## src/rtl/rf215_iq_deframer.sv

```systemverilog
// rf215_iq_deframer: per-channel word aligner for the AT86RF215 LVDS I/Q stream.
// Each channel shifts in one DDR bit pair per clock. It hunts for the I/Q sync
// pattern, confirms alignment over several words and then tracks word boundaries
// with miss tolerance. Aligned words are emitted as sign-extended I/Q samples.
`timescale 1ns/1ps
module rf215_iq_deframer #(
   parameter int NUM_CH     = 2,
   parameter int OUT_W      = 16,
   parameter int LOCK_CNT   = 4,
   parameter int UNLOCK_CNT = 3,
   parameter int SWAP_DDR   = 0
) (
   input  logic                    delayedCLK,
   input  logic                    rst_n,
   input  logic [2*NUM_CH-1:0]     bit_pair,
   input  logic                    err_clr,
   output logic [OUT_W*NUM_CH-1:0] i_data,
   output logic [OUT_W*NUM_CH-1:0] q_data,
   output logic [2*NUM_CH-1:0]     ctrl_bits,
   output logic [NUM_CH-1:0]       iq_valid,
   output logic [NUM_CH-1:0]       locked,
   output logic [16*NUM_CH-1:0]    err_cnt
);

   typedef enum logic [1:0] {
      HUNT   = 2'd0,
      VERIFY = 2'd1,
      SYNCED = 2'd2
   } state_t;

   localparam logic [3:0] LOCK_N   = 4'(LOCK_CNT);
   localparam logic [3:0] UNLOCK_N = 4'(UNLOCK_CNT);

   // Saturating error counter update; a clear beats a same-cycle increment.
   function automatic logic [15:0] err_update(input logic [15:0] cnt, input logic inc,
                                              input logic clr);
      logic [15:0] res;
      res = cnt;
      if (clr) begin
         res = '0;
      end else if (inc && (cnt != 16'hFFFF)) begin
         res = cnt + 16'd1;
      end
      return res;
   endfunction

   // Sign-extend a 13-bit two's complement sample to OUT_W bits.
   function automatic logic [OUT_W-1:0] sext13(input logic [12:0] v);
      logic signed [12:0]      s;
      logic signed [OUT_W-1:0] r;
      s = v;
      r = s;
      return r;
   endfunction

   for (genvar c = 0; c < NUM_CH; c++) begin : g_ch
      logic [1:0]       pair;
      logic [29:0]      sr;
      logic [31:0]      next_word;
      logic             good;
      logic             zero;
      logic [3:0]       wcnt;
      logic [3:0]       wcnt_nxt;
      logic [3:0]       hit;
      logic [3:0]       hit_nxt;
      logic [3:0]       miss;
      logic [3:0]       miss_nxt;
      state_t           state;
      state_t           state_nxt;
      logic             emit;
      logic             err_inc;
      logic [OUT_W-1:0] i_p1;
      logic [OUT_W-1:0] q_p1;
      logic [1:0]       ctrl_p1;
      logic             vld_p1;
      logic             locked_p1;
      logic [15:0]      err_p1;

      if (SWAP_DDR != 0) begin : g_swap
         assign pair = {bit_pair[2*c], bit_pair[2*c+1]};
      end else begin : g_noswap
         assign pair = bit_pair[2*c +: 2];
      end

      // Only the 30 most recent bits are kept; the incoming pair completes the 32-bit window.
      assign next_word = {sr, pair};
      assign good      = (next_word[31:30] == 2'b10) && (next_word[15:14] == 2'b01);
      assign zero      = (next_word == 32'h0);

      // Next-state logic: hunt every cycle, judge whole words only at the word boundary.
      always_comb begin
         state_nxt = state;
         hit_nxt   = hit;
         miss_nxt  = miss;
         wcnt_nxt  = wcnt + 4'd1;
         emit      = 1'b0;
         err_inc   = 1'b0;
         case (state)
            HUNT: begin
               if (good) begin
                  wcnt_nxt = 4'd0;
                  hit_nxt  = 4'd1;
                  miss_nxt = 4'd0;
                  if (LOCK_N == 4'd1) begin
                     state_nxt = SYNCED;
                     emit      = 1'b1;
                  end else begin
                     state_nxt = VERIFY;
                  end
               end
            end
            VERIFY: begin
               if (wcnt == 4'd15) begin
                  if (good) begin
                     hit_nxt = hit + 4'd1;
                     if ((hit + 4'd1) == LOCK_N) begin
                        state_nxt = SYNCED;
                        miss_nxt  = 4'd0;
                        emit      = 1'b1;
                     end
                  end else if (!zero) begin
                     state_nxt = HUNT;
                     hit_nxt   = 4'd0;
                     err_inc   = 1'b1;
                  end
               end
            end
            SYNCED: begin
               if (wcnt == 4'd15) begin
                  if (good) begin
                     miss_nxt = 4'd0;
                     emit     = 1'b1;
                  end else if (!zero) begin
                     err_inc = 1'b1;
                     if ((miss + 4'd1) == UNLOCK_N) begin
                        state_nxt = HUNT;
                        miss_nxt  = 4'd0;
                        hit_nxt   = 4'd0;
                     end else begin
                        miss_nxt = miss + 4'd1;
                     end
                  end
               end
            end
            default: begin
               state_nxt = HUNT;
            end
         endcase
      end

      // Alignment state: shift register, word counter and hysteresis counters.
      always_ff @(posedge delayedCLK or negedge rst_n) begin
         if (!rst_n) begin
            state <= HUNT;
            sr    <= '0;
            wcnt  <= '0;
            hit   <= '0;
            miss  <= '0;
         end else begin
            state <= state_nxt;
            sr    <= next_word[29:0];
            wcnt  <= wcnt_nxt;
            hit   <= hit_nxt;
            miss  <= miss_nxt;
         end
      end

      // Output stage: one cycle after the word's last pair; data holds between emits.
      always_ff @(posedge delayedCLK or negedge rst_n) begin
         if (!rst_n) begin
            vld_p1    <= 1'b0;
            locked_p1 <= 1'b0;
            err_p1    <= '0;
            i_p1      <= '0;
            q_p1      <= '0;
            ctrl_p1   <= '0;
         end else begin
            vld_p1    <= emit;
            locked_p1 <= (state_nxt == SYNCED);
            err_p1    <= err_update(err_p1, err_inc, err_clr);
            if (emit) begin
               i_p1    <= sext13(next_word[29:17]);
               q_p1    <= sext13(next_word[13:1]);
               ctrl_p1 <= {next_word[16], next_word[0]};
            end
         end
      end

      assign i_data[c*OUT_W +: OUT_W] = i_p1;
      assign q_data[c*OUT_W +: OUT_W] = q_p1;
      assign ctrl_bits[2*c +: 2]      = ctrl_p1;
      assign iq_valid[c]              = vld_p1;
      assign locked[c]                = locked_p1;
      assign err_cnt[16*c +: 16]      = err_p1;
   end

endmodule

```

## config.mk

```make
export PLATFORM = sky130hd
export DESIGN_NAME = rf215_iq_deframer
export DESIGN_NICKNAME = d
export VERILOG_FILES = /design/src/rtl/rf215_iq_deframer.sv
export SDC_FILE = /design/constraint.sdc
export NUM_CORES = 1
export LEC_CHECK = 0
export CAP_MARGIN = 15
export CORE_UTILIZATION = 45
export CTS_BUF_LIST = sky130_fd_sc_hd__clkbuf_4
export DETAILED_ROUTE_END_ITERATION = 10
export PLACE_DENSITY = 0.71
export SYNTH_ARGS = -nofsm -noshare
export SYNTH_HDL_FRONTEND = slang
export SYNTH_SLANG_ARGS = --single-unit
```

## constraint.sdc

```tcl
create_clock -name delayedCLK -period 2.6 [get_ports delayedCLK]
set_input_delay 0.65 -clock delayedCLK [delete_from_list [all_inputs] [get_ports delayedCLK]]
set_output_delay 0.65 -clock delayedCLK [all_outputs]
set_load 0.01 [all_outputs]
```

==> results.md <==
* Status: complete, no violations
* Wire length per cell at 15.4 um
* Syn nets at 643
* Largest net degree at the start of global routing at 65
* Root Driver: clkbuf_4
* Worst-path clk slew at 0.15 ns
* Die Ht at 133 um
* Vias/cell at 5.29
* Die Wd at 133 um
* Switch share at 30.8%
* Hold Vio Cnt, Final at 0
* Ys Warns at 0
* Number of synthesized register bits at 180
* Final period utilization at 87.7%
* Final Critical Period at 2.28 ns
* Die area at 17600 um^2
* WHS at 0.0587 ns
* Port Buffer Count at 110
* Total CTS buffers at 17
* Post-CTS Resized at 0
* Setup tns final at 0 ns
* Register area share after synthesis at 58.6%
* DRT iter0 DRCs at 255
* # hold bufs at CTS at 0
* Placed cell areas at 9080 um^2
* Placed Cells at 939
* TritonCTS Sinks at 180
* Total power at 5.36 mW
* Hpwl dp at 10.8 mm
* Synth async-reset ratio at 100%
* Max-cap violations at 0
* EDFF count, synth at 0
* Initial antenna violation count at 0
* Total GRT Usage at 18.5%
* RSZ-0062 raised after global routing: false
* Maximum buffer depth of the clock tree at 2
* Layout cells sized above 1 at 18.1%
* Setup bufs post-CTS at 0
* Synth Instances at 617
* Skew-Pair Late Insertion Delay at 0.56 ns
* Clock power frac at 26.1%
* Global routing's busiest layer: met2
* P per Cell Area at 575 nW/um^2
* Seq pwr share at 57.6%
* TritonCTS clock tree: yes
* CP startpoint kind: flip-flop
* Worst hold path class: input port to async pin
* Cell variety after synth at 74
* IO Count at 111
* Comb pwr share at 16.3%
* Area delta synth->final at 21.5%
* First-pass GRT wire length at 26.3 mm
* Routed WL at 15.0 mm
* Switch Pwr at 1.65 mW
* Met1 GRT Util at 24.9%
* Core ar. at 16600 um^2
* Synth Flop Type: dfrtp_1
* Layout fillers at 1373
* Top fanout value on the critical path at 29
* Met2 usage at 29.5%
* WP data arrival at 2.73 ns
* H-tree Lvls at 4
* Peak Freq at 439 MHz
* Post-route design area at 9330 um^2
* Mapped cell area at 7680 um^2
* WS Path Type: flip-flop to flip-flop
* Internal at 3.71 mW
* DR pass1 iterations at 4
* Initial Util at 46.2%
* Setup violators final at 0
* Worst-Margin Slew at 0.592 ns
* Vias in the first global route at 5303
* Standard-cell row count at 47
* VDD IR-drop max at 0.294 mV
* N_diodes at 0
* Max-slew violations at 0
* Worst path required time at 3.05 ns
* Kind of end point of the critical path: flip-flop
* Met3 Track Usage GR at 4.52%
* Final Skew at 0.0189 ns
* Via count at 5140
* Non-filler cells, final at 971
* Post-route ant nets at 0
* Mean post-synth cell area at 12.4 um^2
* RePlAce Congestion at 0.850
* LEAKAGE at 4.02 nW
* Fin nets at 764
* Slew Limit Headroom at 60.6%
* Drt drc at 0
* GR Overflow Total at 0
## critical path: stages (launching register included)
cell	delay (ns)
dfrtp_1	0.49
ha_1	0.23
or3b_1	0.37
o31ai_2	0.10
nand3_2	0.19
a21oi_2	0.22
buf_12	0.21
mux2_1	0.34
## cell usage after synthesis (all sizes together), types with 3 or more instances
| library cell | instances | area (um^2) |
|---|---|---|
| a21oi | 8 | 43.8 |
| a31oi | 4 | 25.0 |
| and2 | 3 | 18.8 |
| and3 | 6 | 37.5 |
| buf | 27 | 185 |
| clkbuf | 7 | 27.5 |
| dfrtp | 180 | 4500 |
| ha | 19 | 238 |
| inv | 20 | 75.1 |
| mux2 | 59 | 664 |
| mux2i | 5 | 50.1 |
| nand2 | 26 | 97.6 |
| nand2b | 4 | 25.0 |
| nand3 | 28 | 145 |
| nand3b | 3 | 22.5 |
| nand4 | 13 | 87.6 |
| nor2 | 60 | 233 |
| nor2b | 4 | 25.0 |
| nor3 | 10 | 50.1 |
| nor3b | 7 | 62.6 |
| nor4 | 29 | 221 |
| o211ai | 3 | 32.5 |
| o21ai | 17 | 88.8 |
| o2bb2ai | 3 | 45.1 |
| o31ai | 3 | 27.5 |
| or2 | 4 | 25.0 |
| xnor2 | 26 | 228 |
| xor2 | 7 | 61.3 |
## placed cells by master (no fill, tap or decap), drive strengths merged, types with 5 or more instances in the layout
master | netlist | final
clkbuf | 7 | 17
and3 | 6 | 6
a21oi | 8 | 8
dfrtp | 180 | 180
clkdlybuf4s50 | 0 | 109
buf | 27 | 27
nor3 | 10 | 10
ha | 19 | 19
mux2i | 5 | 5
nand2 | 26 | 26
nor4 | 29 | 29
xor2 | 7 | 7
xnor2 | 26 | 26
inv | 20 | 27
nand3 | 28 | 28
nand4 | 13 | 13
nor2 | 60 | 60
nor3b | 7 | 7
mux2 | 59 | 59
o21ai | 17 | 17
## layout make-up
cell class	instances	area, um^2	share of cell area, %
clock buffers	17	128	1.37
clock inverters	15	121	1.30
inverters	20	75.1	0.804
multi-input cells	383	2900	31.0
flip-flops and latches	180	4500	48.3
well taps	220	275	2.95
repair buffers	136	1340	14.3
## through the flow
step                      util, %  setup slack (ns)
final                        56.1             0.321
after global routing         56.1             0.196
after floorplan                 -             0.448
after detailed placement     54.6            -0.217
after global placement       54.6           -0.0466
after CTS                    56.1             0.266
## cells by family after synthesis
family	count (synthesis)	synth area share, %
simple gates	211	15.5
fa+ha+maj	19	3.09
flops	180	58.6
xor+xnor	33	3.76
mux	64	9.30
buf+inv	54	3.75
compound gates	56	5.98
## worst paths after layout
path,startpoint,endpoint,slack (ns),cells after the start
worst max-delay path,g_ch[1].hit[0],g_ch[1].i_p1[9],0.32,7
worst min-delay path,rst_n,g_ch[0].i_p1[9],0.06,1
worst max register to register,g_ch[1].hit[0],g_ch[1].i_p1[9],0.32,7
worst min register to register,g_ch[0].sr[20],g_ch[0].sr[22],0.42,0
max in group asynchronous,rst_n,g_ch[1].hit[1],1.81,2
min in group delayedCLK,g_ch[0].sr[20],g_ch[0].sr[22],0.42,0
## per-layer routing
layer	part of all wire, %	wire length, um
met2	48	7250
met4	1.4	216
met3	3.3	495
met1	47	7010
met5	0	0
## state kept, by name, indices dropped and copies added (netlist names)
name            count
g_ch.ctrl_p1        4
g_ch.q_p1          26
g_ch.vld_p1         2
g_ch.i_p1          26
g_ch.locked_p1      2
g_ch.hit            8
g_ch.err_p1        32
g_ch.wcnt           8
g_ch.state          4
g_ch.sr            60
g_ch.miss           8
## power by group through the flow
stage | clock [mW] | combinational (mW) | sequential [mW]
final | 1.40 | 0.872 | 3.09
after global routing | 1.59 | 0.981 | 3.12
after CTS | 1.47 | 0.873 | 3.09
after detailed placement | 0 | 0.867 | 3.15
after global placement | 0 | 0.828 | 3.13
after floorplan | 0 | 0.603 | 3.10
No activity file was read; power rests on OpenSTA's default activity.
